===== src/rtl/multicycle_controller_pkg.sv =====
// Shared constants for the multicycle ARM controller: FSM encodings, ALU and
// shifter opcodes, flag-write bit positions and datapath mux selections.
package mc_ctrl_pkg;

  localparam logic [3:0] S_FETCH  = 4'd0;
  localparam logic [3:0] S_DECODE = 4'd1;
  localparam logic [3:0] S_SHREG  = 4'd2;
  localparam logic [3:0] S_EXECR  = 4'd3;
  localparam logic [3:0] S_EXECI  = 4'd4;
  localparam logic [3:0] S_ALUWB  = 4'd5;
  localparam logic [3:0] S_MEMADR = 4'd6;
  localparam logic [3:0] S_MEMRD  = 4'd7;
  localparam logic [3:0] S_MEMWB  = 4'd8;
  localparam logic [3:0] S_MEMWR  = 4'd9;
  localparam logic [3:0] S_BRANCH = 4'd10;

  localparam logic [3:0] ALU_AND = 4'h0;
  localparam logic [3:0] ALU_EOR = 4'h1;
  localparam logic [3:0] ALU_SUB = 4'h2;
  localparam logic [3:0] ALU_RSB = 4'h3;
  localparam logic [3:0] ALU_ADD = 4'h4;
  localparam logic [3:0] ALU_ADC = 4'h5;
  localparam logic [3:0] ALU_SBC = 4'h6;
  localparam logic [3:0] ALU_RSC = 4'h7;
  localparam logic [3:0] ALU_TST = 4'h8;
  localparam logic [3:0] ALU_TEQ = 4'h9;
  localparam logic [3:0] ALU_CMP = 4'hA;
  localparam logic [3:0] ALU_CMN = 4'hB;
  localparam logic [3:0] ALU_ORR = 4'hC;
  localparam logic [3:0] ALU_MOV = 4'hD;
  localparam logic [3:0] ALU_BIC = 4'hE;
  localparam logic [3:0] ALU_MVN = 4'hF;

  localparam logic [2:0] SH_LSL = 3'd0;
  localparam logic [2:0] SH_LSR = 3'd1;
  localparam logic [2:0] SH_ASR = 3'd2;
  localparam logic [2:0] SH_ROR = 3'd3;
  localparam logic [2:0] SH_RRX = 3'd4;

  localparam int NEG = 3;
  localparam int ZER = 2;
  localparam int CAR = 1;
  localparam int OVR = 0;

  typedef enum logic [1:0] {RES_ALUOUT = 2'd0, RES_DATA = 2'd1, RES_ALU = 2'd2} result_src_e;
  typedef enum logic [1:0] {SRCA_RN = 2'd0, SRCA_PC = 2'd1, SRCA_ALUOUT = 2'd2} src_a_e;
  typedef enum logic [1:0] {SRCB_RM = 2'd0, SRCB_IMM = 2'd1, SRCB_FOUR = 2'd2} src_b_e;

  // TST/TEQ/CMP/CMN occupy opcodes 8..B and never write a destination register
  function automatic logic is_test_op(input logic [3:0] op);
    return op[3:2] == 2'b10;
  endfunction

endpackage


===== src/rtl/multicycle_controller_if.sv =====
// Controller <-> instruction-register/datapath bundle: IR fields and memory
// handshake in, datapath control strobes and selects out.
interface multicycle_controller_if #(
  parameter int ALU_CTRL_W = 4,
  parameter int SHIFT_OP_W = 3
);
  logic [1:0]            Op;
  logic [5:0]            Funct;
  logic [3:0]            Rd;
  logic [7:0]            Instr;
  logic                  MemReady;
  logic                  IRWrite;
  logic                  PCWrite;
  logic                  RegW;
  logic                  MemW;
  logic                  AdrSrc;
  logic [1:0]            ResultSrc;
  logic [1:0]            ALUSrcA;
  logic [1:0]            ALUSrcB;
  logic [1:0]            ImmSrc;
  logic [1:0]            RegSrc;
  logic [ALU_CTRL_W-1:0] ALUControl;
  logic [3:0]            FlagW;
  logic [SHIFT_OP_W-1:0] shiftOp;
  logic                  registerShift;
  logic                  linkSelect;
  logic                  NoWrite;

  modport master (
    input  Op, Funct, Rd, Instr, MemReady,
    output IRWrite, PCWrite, RegW, MemW, AdrSrc, ResultSrc, ALUSrcA, ALUSrcB,
           ImmSrc, RegSrc, ALUControl, FlagW, shiftOp, registerShift,
           linkSelect, NoWrite
  );

  modport slave (
    output Op, Funct, Rd, Instr, MemReady,
    input  IRWrite, PCWrite, RegW, MemW, AdrSrc, ResultSrc, ALUSrcA, ALUSrcB,
           ImmSrc, RegSrc, ALUControl, FlagW, shiftOp, registerShift,
           linkSelect, NoWrite
  );
endinterface


===== src/rtl/multicycle_controller_alu_decoder.sv =====
// Data-processing ALU decoder: maps the opcode/S bits to ALU opcode, flag
// write enables and the compare-class NoWrite marker.
module mc_alu_decoder
  import mc_ctrl_pkg::*;
#(
  parameter int ALU_CTRL_W = 4
) (
  input  logic [4:0]            Funct,
  input  logic                  is_dp,
  output logic [ALU_CTRL_W-1:0] ALUControl,
  output logic [3:0]            FlagW,
  output logic                  NoWrite
);

  logic [3:0] op;
  assign op = Funct[4:1];

  always_comb begin
    NoWrite    = is_test_op(op);
    ALUControl = ALU_CTRL_W'(ALU_ADD);
    FlagW      = 4'b0000;
    if (is_dp) begin
      ALUControl = ALU_CTRL_W'(op);
      FlagW[NEG] = Funct[0];
      FlagW[ZER] = Funct[0];
      FlagW[CAR] = Funct[0];
      // compares always update flags; CMP/CMN also own the overflow flag
      case (op)
        ALU_CMP, ALU_CMN: FlagW = 4'b1111;
        ALU_TST, ALU_TEQ: FlagW[3:1] = 3'b111;
        default: ;
      endcase
    end
  end

endmodule


===== src/rtl/multicycle_controller.sv =====
// Multicycle ARM control unit: Moore FSM sequencing fetch/decode/execute/
// memory/writeback with a variable-latency memory handshake.
module multicycle_controller
  import mc_ctrl_pkg::*;
#(
  parameter int ALU_CTRL_W  = 4,
  parameter int SHIFT_OP_W  = 3,
  parameter int EN_BL       = 1,
  parameter int EN_REGSHIFT = 1
) (
  input logic clk,
  input logic reset,
  multicycle_controller_if.master bus
);

  localparam logic BL_ON       = (EN_BL != 0);
  localparam logic REGSHIFT_ON = (EN_REGSHIFT != 0);

  logic [3:0]  state;
  logic [3:0]  next_state;
  logic        is_dp;
  logic        reg_shift;
  logic        no_write;
  logic        irwrite;
  logic        pcwrite;
  logic        regw;
  logic        memw;
  logic        adr_src;
  logic        link;
  logic [2:0]  shift_op;
  result_src_e result_src;
  src_a_e      src_a;
  src_b_e      src_b;

  always_ff @(posedge clk) begin
    if (reset) state <= S_FETCH;
    else       state <= next_state;
  end

  assign reg_shift = ~bus.Funct[5] & bus.Instr[0] & ~bus.Instr[3];

  always_comb begin
    next_state = S_FETCH;
    case (state)
      S_FETCH:  next_state = bus.MemReady ? S_DECODE : S_FETCH;
      S_DECODE: begin
        case (bus.Op)
          2'b00: begin
            if (bus.Funct[5])                   next_state = S_EXECI;
            else if (reg_shift && REGSHIFT_ON)  next_state = S_SHREG;
            else                                next_state = S_EXECR;
          end
          2'b01:   next_state = S_MEMADR;
          default: next_state = S_BRANCH;
        endcase
      end
      S_SHREG:  next_state = S_EXECR;
      S_EXECR:  next_state = S_ALUWB;
      S_EXECI:  next_state = S_ALUWB;
      S_ALUWB:  next_state = S_FETCH;
      S_MEMADR: next_state = bus.Funct[0] ? S_MEMRD : S_MEMWR;
      S_MEMRD:  next_state = bus.MemReady ? S_MEMWB : S_MEMRD;
      S_MEMWB:  next_state = S_FETCH;
      S_MEMWR:  next_state = bus.MemReady ? S_FETCH : S_MEMWR;
      S_BRANCH: next_state = S_FETCH;
      default:  next_state = S_FETCH;
    endcase
  end

  // Per-state datapath controls; unlisted states keep the idle defaults
  always_comb begin
    irwrite    = 1'b0;
    pcwrite    = 1'b0;
    regw       = 1'b0;
    memw       = 1'b0;
    adr_src    = 1'b0;
    link       = 1'b0;
    result_src = RES_ALUOUT;
    src_a      = SRCA_RN;
    src_b      = SRCB_RM;
    case (state)
      S_FETCH: begin
        irwrite    = bus.MemReady;
        pcwrite    = bus.MemReady;
        result_src = RES_ALU;
        src_a      = SRCA_PC;
        src_b      = SRCB_FOUR;
      end
      S_DECODE: begin
        src_a = SRCA_PC;
        src_b = SRCB_FOUR;
      end
      S_EXECI:  src_b = SRCB_IMM;
      S_ALUWB: begin
        regw    = ~no_write;
        pcwrite = (bus.Rd == 4'd15) & ~no_write;
      end
      S_MEMADR: src_b = SRCB_IMM;
      S_MEMRD:  adr_src = 1'b1;
      S_MEMWB: begin
        result_src = RES_DATA;
        regw       = 1'b1;
        pcwrite    = (bus.Rd == 4'd15);
      end
      S_MEMWR: begin
        adr_src = 1'b1;
        memw    = 1'b1;
      end
      S_BRANCH: begin
        src_a      = SRCA_ALUOUT;
        src_b      = SRCB_IMM;
        result_src = RES_ALU;
        pcwrite    = 1'b1;
        regw       = (bus.Op == 2'b11) & BL_ON;
        link       = (bus.Op == 2'b11) & BL_ON;
      end
      default: ;
    endcase
  end

  // Immediates take the rotate path; RRX is the ROR #0 encoding
  always_comb begin
    if (bus.Funct[5])
      shift_op = SH_ROR;
    else if (bus.Instr[7:3] == 5'd0 && bus.Instr[2:1] == 2'b11 && !bus.Instr[0])
      shift_op = SH_RRX;
    else
      shift_op = {1'b0, bus.Instr[2:1]};
  end

  assign is_dp = (state == S_EXECR) || (state == S_EXECI);

  mc_alu_decoder #(.ALU_CTRL_W(ALU_CTRL_W)) u_alu_dec (
    .Funct      (bus.Funct[4:0]),
    .is_dp      (is_dp),
    .ALUControl (bus.ALUControl),
    .FlagW      (bus.FlagW),
    .NoWrite    (no_write)
  );

  assign bus.IRWrite       = irwrite & ~reset;
  assign bus.PCWrite       = pcwrite & ~reset;
  assign bus.RegW          = regw & ~reset;
  assign bus.MemW          = memw & ~reset;
  assign bus.AdrSrc        = adr_src;
  assign bus.ResultSrc     = result_src;
  assign bus.ALUSrcA       = src_a;
  assign bus.ALUSrcB       = src_b;
  assign bus.ImmSrc        = bus.Op;
  assign bus.RegSrc        = {(bus.Op == 2'b01) & ~bus.Funct[0], bus.Op[1]};
  assign bus.shiftOp       = SHIFT_OP_W'(shift_op);
  assign bus.registerShift = reg_shift;
  assign bus.linkSelect    = link;
  assign bus.NoWrite       = no_write;

endmodule


===== src/flat_wrapper.sv =====
// flat-port wrapper written by rule: the top's interface ports become plain ports
module multicycle_controller_flat import mc_ctrl_pkg::*;
#(
  parameter int ALU_CTRL_W  = 4,
  parameter int SHIFT_OP_W  = 3,
  parameter int EN_BL       = 1,
  parameter int EN_REGSHIFT = 1
)
  (clk, reset, bus_Op, bus_Funct, bus_Rd, bus_Instr, bus_MemReady, bus_IRWrite, bus_PCWrite, bus_RegW, bus_MemW, bus_AdrSrc, bus_ResultSrc, bus_ALUSrcA, bus_ALUSrcB, bus_ImmSrc, bus_RegSrc, bus_ALUControl, bus_FlagW, bus_shiftOp, bus_registerShift, bus_linkSelect, bus_NoWrite);
  multicycle_controller_if #(.ALU_CTRL_W(ALU_CTRL_W), .SHIFT_OP_W(SHIFT_OP_W)) bus_i ();
  input logic clk;
  input logic reset;
  input wire logic [$bits(bus_i.Op)-1:0] bus_Op;
  input wire logic [$bits(bus_i.Funct)-1:0] bus_Funct;
  input wire logic [$bits(bus_i.Rd)-1:0] bus_Rd;
  input wire logic [$bits(bus_i.Instr)-1:0] bus_Instr;
  input wire logic [$bits(bus_i.MemReady)-1:0] bus_MemReady;
  output wire logic [$bits(bus_i.IRWrite)-1:0] bus_IRWrite;
  output wire logic [$bits(bus_i.PCWrite)-1:0] bus_PCWrite;
  output wire logic [$bits(bus_i.RegW)-1:0] bus_RegW;
  output wire logic [$bits(bus_i.MemW)-1:0] bus_MemW;
  output wire logic [$bits(bus_i.AdrSrc)-1:0] bus_AdrSrc;
  output wire logic [$bits(bus_i.ResultSrc)-1:0] bus_ResultSrc;
  output wire logic [$bits(bus_i.ALUSrcA)-1:0] bus_ALUSrcA;
  output wire logic [$bits(bus_i.ALUSrcB)-1:0] bus_ALUSrcB;
  output wire logic [$bits(bus_i.ImmSrc)-1:0] bus_ImmSrc;
  output wire logic [$bits(bus_i.RegSrc)-1:0] bus_RegSrc;
  output wire logic [$bits(bus_i.ALUControl)-1:0] bus_ALUControl;
  output wire logic [$bits(bus_i.FlagW)-1:0] bus_FlagW;
  output wire logic [$bits(bus_i.shiftOp)-1:0] bus_shiftOp;
  output wire logic [$bits(bus_i.registerShift)-1:0] bus_registerShift;
  output wire logic [$bits(bus_i.linkSelect)-1:0] bus_linkSelect;
  output wire logic [$bits(bus_i.NoWrite)-1:0] bus_NoWrite;
  assign bus_i.Op = bus_Op;
  assign bus_i.Funct = bus_Funct;
  assign bus_i.Rd = bus_Rd;
  assign bus_i.Instr = bus_Instr;
  assign bus_i.MemReady = bus_MemReady;
  assign bus_IRWrite = bus_i.IRWrite;
  assign bus_PCWrite = bus_i.PCWrite;
  assign bus_RegW = bus_i.RegW;
  assign bus_MemW = bus_i.MemW;
  assign bus_AdrSrc = bus_i.AdrSrc;
  assign bus_ResultSrc = bus_i.ResultSrc;
  assign bus_ALUSrcA = bus_i.ALUSrcA;
  assign bus_ALUSrcB = bus_i.ALUSrcB;
  assign bus_ImmSrc = bus_i.ImmSrc;
  assign bus_RegSrc = bus_i.RegSrc;
  assign bus_ALUControl = bus_i.ALUControl;
  assign bus_FlagW = bus_i.FlagW;
  assign bus_shiftOp = bus_i.shiftOp;
  assign bus_registerShift = bus_i.registerShift;
  assign bus_linkSelect = bus_i.linkSelect;
  assign bus_NoWrite = bus_i.NoWrite;
  multicycle_controller #(.ALU_CTRL_W(ALU_CTRL_W), .SHIFT_OP_W(SHIFT_OP_W), .EN_BL(EN_BL), .EN_REGSHIFT(EN_REGSHIFT)) u_core (.clk(clk), .reset(reset), .bus(bus_i));
endmodule

===== config.mk =====
export PLATFORM = sky130hd
export DESIGN_NAME = multicycle_controller_flat
export DESIGN_NICKNAME = d
export VERILOG_FILES = /design/src/rtl/multicycle_controller_pkg.sv /design/src/rtl/multicycle_controller_if.sv /design/src/rtl/multicycle_controller_alu_decoder.sv /design/src/rtl/multicycle_controller.sv /design/src/flat_wrapper.sv
export SDC_FILE = /design/constraint.sdc
export NUM_CORES = 1
export LEC_CHECK = 0
export BUFFER_PORTS_ARGS = -buffer_cell sky130_fd_sc_hd__buf_2
export CAP_MARGIN = 20
export CORE_MARGIN = 2
export CORE_UTILIZATION = 39
export DETAILED_ROUTE_END_ITERATION = 7
export HOLD_SLACK_MARGIN = 0.06
export PLACE_DENSITY = 0.77
export SLEW_MARGIN = 40
export SYNTH_ARGS = -nofsm -noshare
export SYNTH_HDL_FRONTEND = slang
export SYNTH_SLANG_ARGS = --single-unit

===== constraint.sdc =====
create_clock -name clk -period 1.57 [get_ports clk]
set_input_delay 0.0785 -clock clk [delete_from_list [all_inputs] [get_ports clk]]
set_output_delay 0.0785 -clock clk [all_outputs]
set_load 0.01 [all_outputs]

-- After elaboration in Yosys (flattened, before gate mapping)
Cells that the tools add are included.
- output and inout port bits: 29
- register bits: 4
- logic and storage cells: 70
- equal/unequal tests: 19
- bitwise gates (word level): 13
- reduce and logical (&&, ||, !) cells: 14
- muxes and demuxes: 23
- operator list (cell ; count):
    4-bit equality test, second input constant ; 8
    4-bit case mux with 7 select lines ; 1
    4-bit 2-to-1 mux ; 6
    4-bit by 3-bit equality test with 1-bit output, second input constant ; 4
    2-bit case mux with 2 select lines ; 3
    2-bit OR reduction ; 5
    3-bit 2-to-1 mux ; 3
    1-bit bitwise AND ; 8
    4-bit by 2-bit equality test with 1-bit output, second input constant ; 2
    4-bit case mux with 2 select lines ; 1
    1-bit 2-to-1 mux ; 7
    2-bit equality test, second input constant ; 3
    5-bit zero test ; 1
    1-bit inverter ; 5
    4-bit by 1-bit equality test with 1-bit output, second input constant ; 1
    4-bit zero test ; 1
    1-bit case mux with 4 select lines ; 1
    4-bit OR reduction ; 1
    1-bit case mux with 3 select lines ; 1
    3-bit OR reduction ; 1
    2-bit by 1-bit equality test with 1-bit output, second input constant ; 1
    1-bit logical AND ; 2
    2-bit zero test ; 1
    1-bit zero test ; 1
    1-bit logical OR ; 1

-- Logic depth before layout (Yosys ltp)
- word-level depth: 7
- depth in mapped cells: 6
- gate-level depth less buffers: 4

-- Hierarchy
From an unflattened synthesis, not the netlist that was laid out.
- cells, all modules: 95
- area total of the unflattened synthesis: 646.9 um^2
- modules (own cells, without submodules) (module ; seq. area each (um^2) ; times used ; cells an instance ; area each (um^2)):
    multicycle_controller ; 80.1 ; 1 ; 86 ; 581.8
    mc_alu_decoder ; 0.0 ; 1 ; 9 ; 65.1

-- Worst setup path before layout
OpenSTA, ideal clock, no wires.
- path kind: reg2out
- start point: register u_core.state[2]
- end point: output port bus_RegW
- arrival time: 1.222 ns
- path buffers: 1
- cell stages (with the launch flop): 6
- setup slack: 0.270 ns
- cell sequence: dfxtp_1 nand2b_1 buf_2 nor2_2 a32oi_1 nor3_1
- longest elaborated chain between the ends: 3
- elaborated cells between the ends (all ways): 5
- classes of those cells: 3 x eq/ne; 1 x mux; 1 x bitwise
- RTL lines (element ; line ; RTL):
    from (decl) ; multicycle_controller.sv:19 ; logic [3:0] state;
    from (signal assigned) ; multicycle_controller.sv:37 ; else state <= next_state;
    4-bit equality test / 4-bit by 3-bit equality test with 1-bit output (equally long branches) ; multicycle_controller.sv:81 ; case (state)
    1-bit case mux with 3 select lines (*) ; multicycle_controller.sv:81 ;
    1-bit bitwise AND (*) ; multicycle_controller.sv:143 ; assign bus.RegW = regw & ~reset;
    to (decl) ; flat_wrapper.sv:20 ; output wire logic [$bits(bus_i.RegW)-1:0] bus_RegW;
Mark *: on every way between the ends. The rest lies on a longest branch, timed or not.

-- Final worst setup path
- start point: register u_core.state[2]
- end point: output port bus_PCWrite
- longest elaborated chain between the ends: 3
- elaborated cells between the ends (all ways): 6
- classes of those cells: 3 x eq/ne; 1 x mux; 1 x bitwise; 1 x reduce/logical
- RTL lines (element ; line ; RTL):
    4-bit equality test, or another cell as far along ; multicycle_controller.sv:81 ;
    1-bit case mux with 4 select lines (*) ; multicycle_controller.sv:81 ;
    1-bit bitwise AND (*) ; multicycle_controller.sv:142 ; assign bus.PCWrite = pcwrite & ~reset;
    to (decl) ; flat_wrapper.sv:19 ; output wire logic [$bits(bus_i.PCWrite)-1:0] bus_PCWrite;
Marks and branches as above.

==> qor.yml <==
run_status: "finished clean"
max-clock-path-buffers: 2
largest-register: "u_core.state"
worst_r2r_startpoint: "u_core.state[0]"
biggestRegsByFlops: "u_core.state: 4 flops"
gr-usage-all-layers_pct: 17.55
syn_inst: 99
cp_slowest_stage_delay_ns: 0.36
seq_area_frac_synth_pct: 11.87
power.ir.vdd_worst_mv: 0.5300
post-route-drc-count: 0
synthDistinctLibCells: 35
worst_hold_slack_ns: 0.2264
drt_first_iter_violations: 22
finalSetupTns_ns: 0
postRouteWirelength_um: 1975
tritoncts: "built"
die_y_um: 45.59
coreArea_um2: 1670
crit_family: "simple AND/OR/NAND/NOR gates"
crit_arrival_ns: 1.44
max_freq_ghz: 0.6577
path_class_of_the_lowest_slack_min_delay_path: "input pin to flip-flop"
placedCellCount: 161
final-instance-count-excl-fill: 164
route.antenna.remaining_nets: 0
fillCellCount: 164
r2r_cells: 5
grt_pass1_vias: 655
cts_max_level: 1
crit_path_cell_trace: "buf_6 -> or2_4 -> a2bb2oi_1 -> nor3_1 -> buf_2"
syn_area_per_cell_um2: 6.812
critical_path.endpoint_type: "primary output"
clock_insertion_delay_worst_skew_ns: 0.23
cts_made_buffers: 3
worstPathRequired_ns: 1.49
mostFrequentLayoutCell: "buf_2"
criticalPathCategory: "flip-flop to primary output"
syn2layout_area_growth_pct: 46.75
drive_above_1_share_pct: 48.98
critical_path_peak_fanout: 10
max_slew_margin_pct: 73.36
ctsHoldBuffers: 0
clock-root-buffer: "clkbuf_4"
portbufs: 51
number_of_endpoints_with_negative_hold_slack_in_the_final_report: 0
finClkSkew_ns: 0.005141
hold_end: "u_core.state[0]"
cts.repair_timing.setup_buffer_count: 0
floorplan.initialDensity_pct: 40.37
timing.hold.worst.start: "reset"
clock_sink_count: 4
largest_register_ffs: 4
layout.cells.most_common_list: "buf_2 (51), nor2_1 (18), nor3_1 (9)"
crit_slowest_cell: "dfxtp_4"
power_leakage_uw: 0.0005124
worstSetupStartpointType: "flip-flop"
gr-total-overflow: 0
antenna_cells_inserted: 0
timing.hold.worst_path_depth: 3
grt_antenna_before_repair: 0
largest_net_degree_at_the_start_of_global_routing: 15
finalSetupViolCount: 0
nets: 172
ys_seq_elements: 4
worst_setup_path_startpoint: "u_core.state[2]"
gp_routability_congestion: 0.8046
reg2reg_to: "u_core.state[2]"
rows: 15
num_vias: 857
route.detailed.wl_per_inst_um: 12.04
critPathBufInv: 2
route.detailed.vias_per_inst: 5.226
cellPowerDensity_nw_per_um2: 804.4
die_area_um2: 2078
drv_slew: 0
synth.yosys.warnings: 0
transition_time_at_the_pin_with_the_least_slew_margin_ns: 0.3987
maxCapViolations: 0
design_power_total_uw: 796.1
design.portCount: 52
clk_pin_slew_ns: 0.04
post_synth_instance_area_um2: 674.4
r2r_slack_ns: 0.28
floorplan.die.width_um: 45.59
detailed_place_hpwl_um: 1539
min_period_over_period_pct: 96.85
min_cycle_time_layout_ns: 1.520
grt_pass1_wl_um: 2760
syn_nets: 122
dr.pass1.iters: 4
-- report_power, final --
group | switching (µW) | internal, µW | leakage, µW
registers | 51.9 | 126 | 0.0000350
clock network | 37.6 | 85.2 | 0.0000138
logic | 252 | 243 | 0.000464
-- through the flow --
stage / setup slack (ns) / instance area [µm²] / util [%]
final: 0.04953 / 989.7 / 59.25
after global routing: -0.03402 / 989.7 / 59.25
after CTS: 0.01691 / 945.9 / 56.63
after detailed placement: 0.1161 / 912.1 / 54.61
after global placement: 0.1706 / 912.1 / 54.61
after floorplan: 0.2695 / 674.4 / -
-- worst register-to-register path, delay by kind of cell, from the launching register on --
kind	cells	cell delay [ns]
simple gates	3	0.50
flops	1	0.43
buf+inv	1	0.16
compound gates	1	0.13
-- synthesized netlist by cell type --
cell type	count	area [µm²]
o31a_1	2	17.52
nor4_1	1	6.260
a21oi_1	5	25.02
or2_1	1	6.260
a31oi_1	4	25.02
and3_1	2	12.51
or2b_1	1	7.510
a2bb2oi_1	1	8.760
o21ai_0	2	10.01
buf_6	1	11.26
buf_2	4	20.02
nor2_2	1	6.260
and2b_1	1	7.510
nand2_1	1	3.750
dfxtp_1	4	80.08
o21a_1	1	7.510
nor2b_1	3	18.77
nand2b_4	1	13.76
nand2b_1	6	37.54
a32oi_1	1	8.760
nand3b_1	2	15.01
nor3_1	9	45.04
inv_1	1	3.750
nor3b_1	6	45.04
o21ai_1	1	5.000
xor2_1	1	8.760
mux2i_1	1	10.01
and2_1	5	31.28
a21oi_2	1	8.760
o22ai_2	1	12.51
and4b_1	1	10.01
nand4_1	2	12.51
buf_4	6	45.04
nor2_1	18	67.56
nand3b_4	1	20.02
-- metal layers --
metal  up-vias  wire length [µm]  part of all wire [%]  global-route usage, %
met4         0                 0                     0                  3.529
met2        25               998                    51                  29.30
met5         -                 0                     0                      0
met1       392               886                    45                  23.87
met3         0                89                   4.5                  2.381
li1        440                 -                     -                      -
-- cell type report --
| type | instances | area, µm² | area share, % |
|---|---|---|---|
| Timing Repair Buffer | 56 | 304.0 | 30.72 |
| Inverter | 1 | 3.754 | 0.3793 |
| Multi-Input combinational cell | 83 | 548.0 | 55.37 |
| Clock buffer | 3 | 22.52 | 2.276 |
| Tap cell | 17 | 21.27 | 2.149 |
| Sequential cell | 4 | 90.09 | 9.102 |
-- repair_timing --
| item | 4_1_cts | 5_1_grt |
|---|---|---|
| setup endpoints to repair | 9 | 7 |
| pin swaps | 0 | 1 |
| endpoints found under the hold margin | 0 | 0 |
| resized for setup | 5 | 11 |
-- how the worst max path moves through the flow --
stage                      end  slack (ns)  cells after the start
4_1_cts            bus_PCWrite        0.02                      5
3_5_place_dp   u_core.state[2]        0.12                      5
3_3_place_gp   u_core.state[2]        0.17                      5
2_1_floorplan         bus_RegW        0.27                      5
6_report           bus_PCWrite        0.05                      5
5_1_grt            bus_PCWrite       -0.03                      6
-- logic make-up after synthesis --
family                 after synthesis  share of synthesized area, %
XOR/XNOR                             1                         1.299
buffers and inverters               12                         11.87
AO/OA/AOI/OAI                       19                         19.11
flip-flops                           4                         11.87
AND/OR/NAND/NOR                     62                         54.36
multiplexers                         1                         1.484
(Power assumes the default switching activity.)
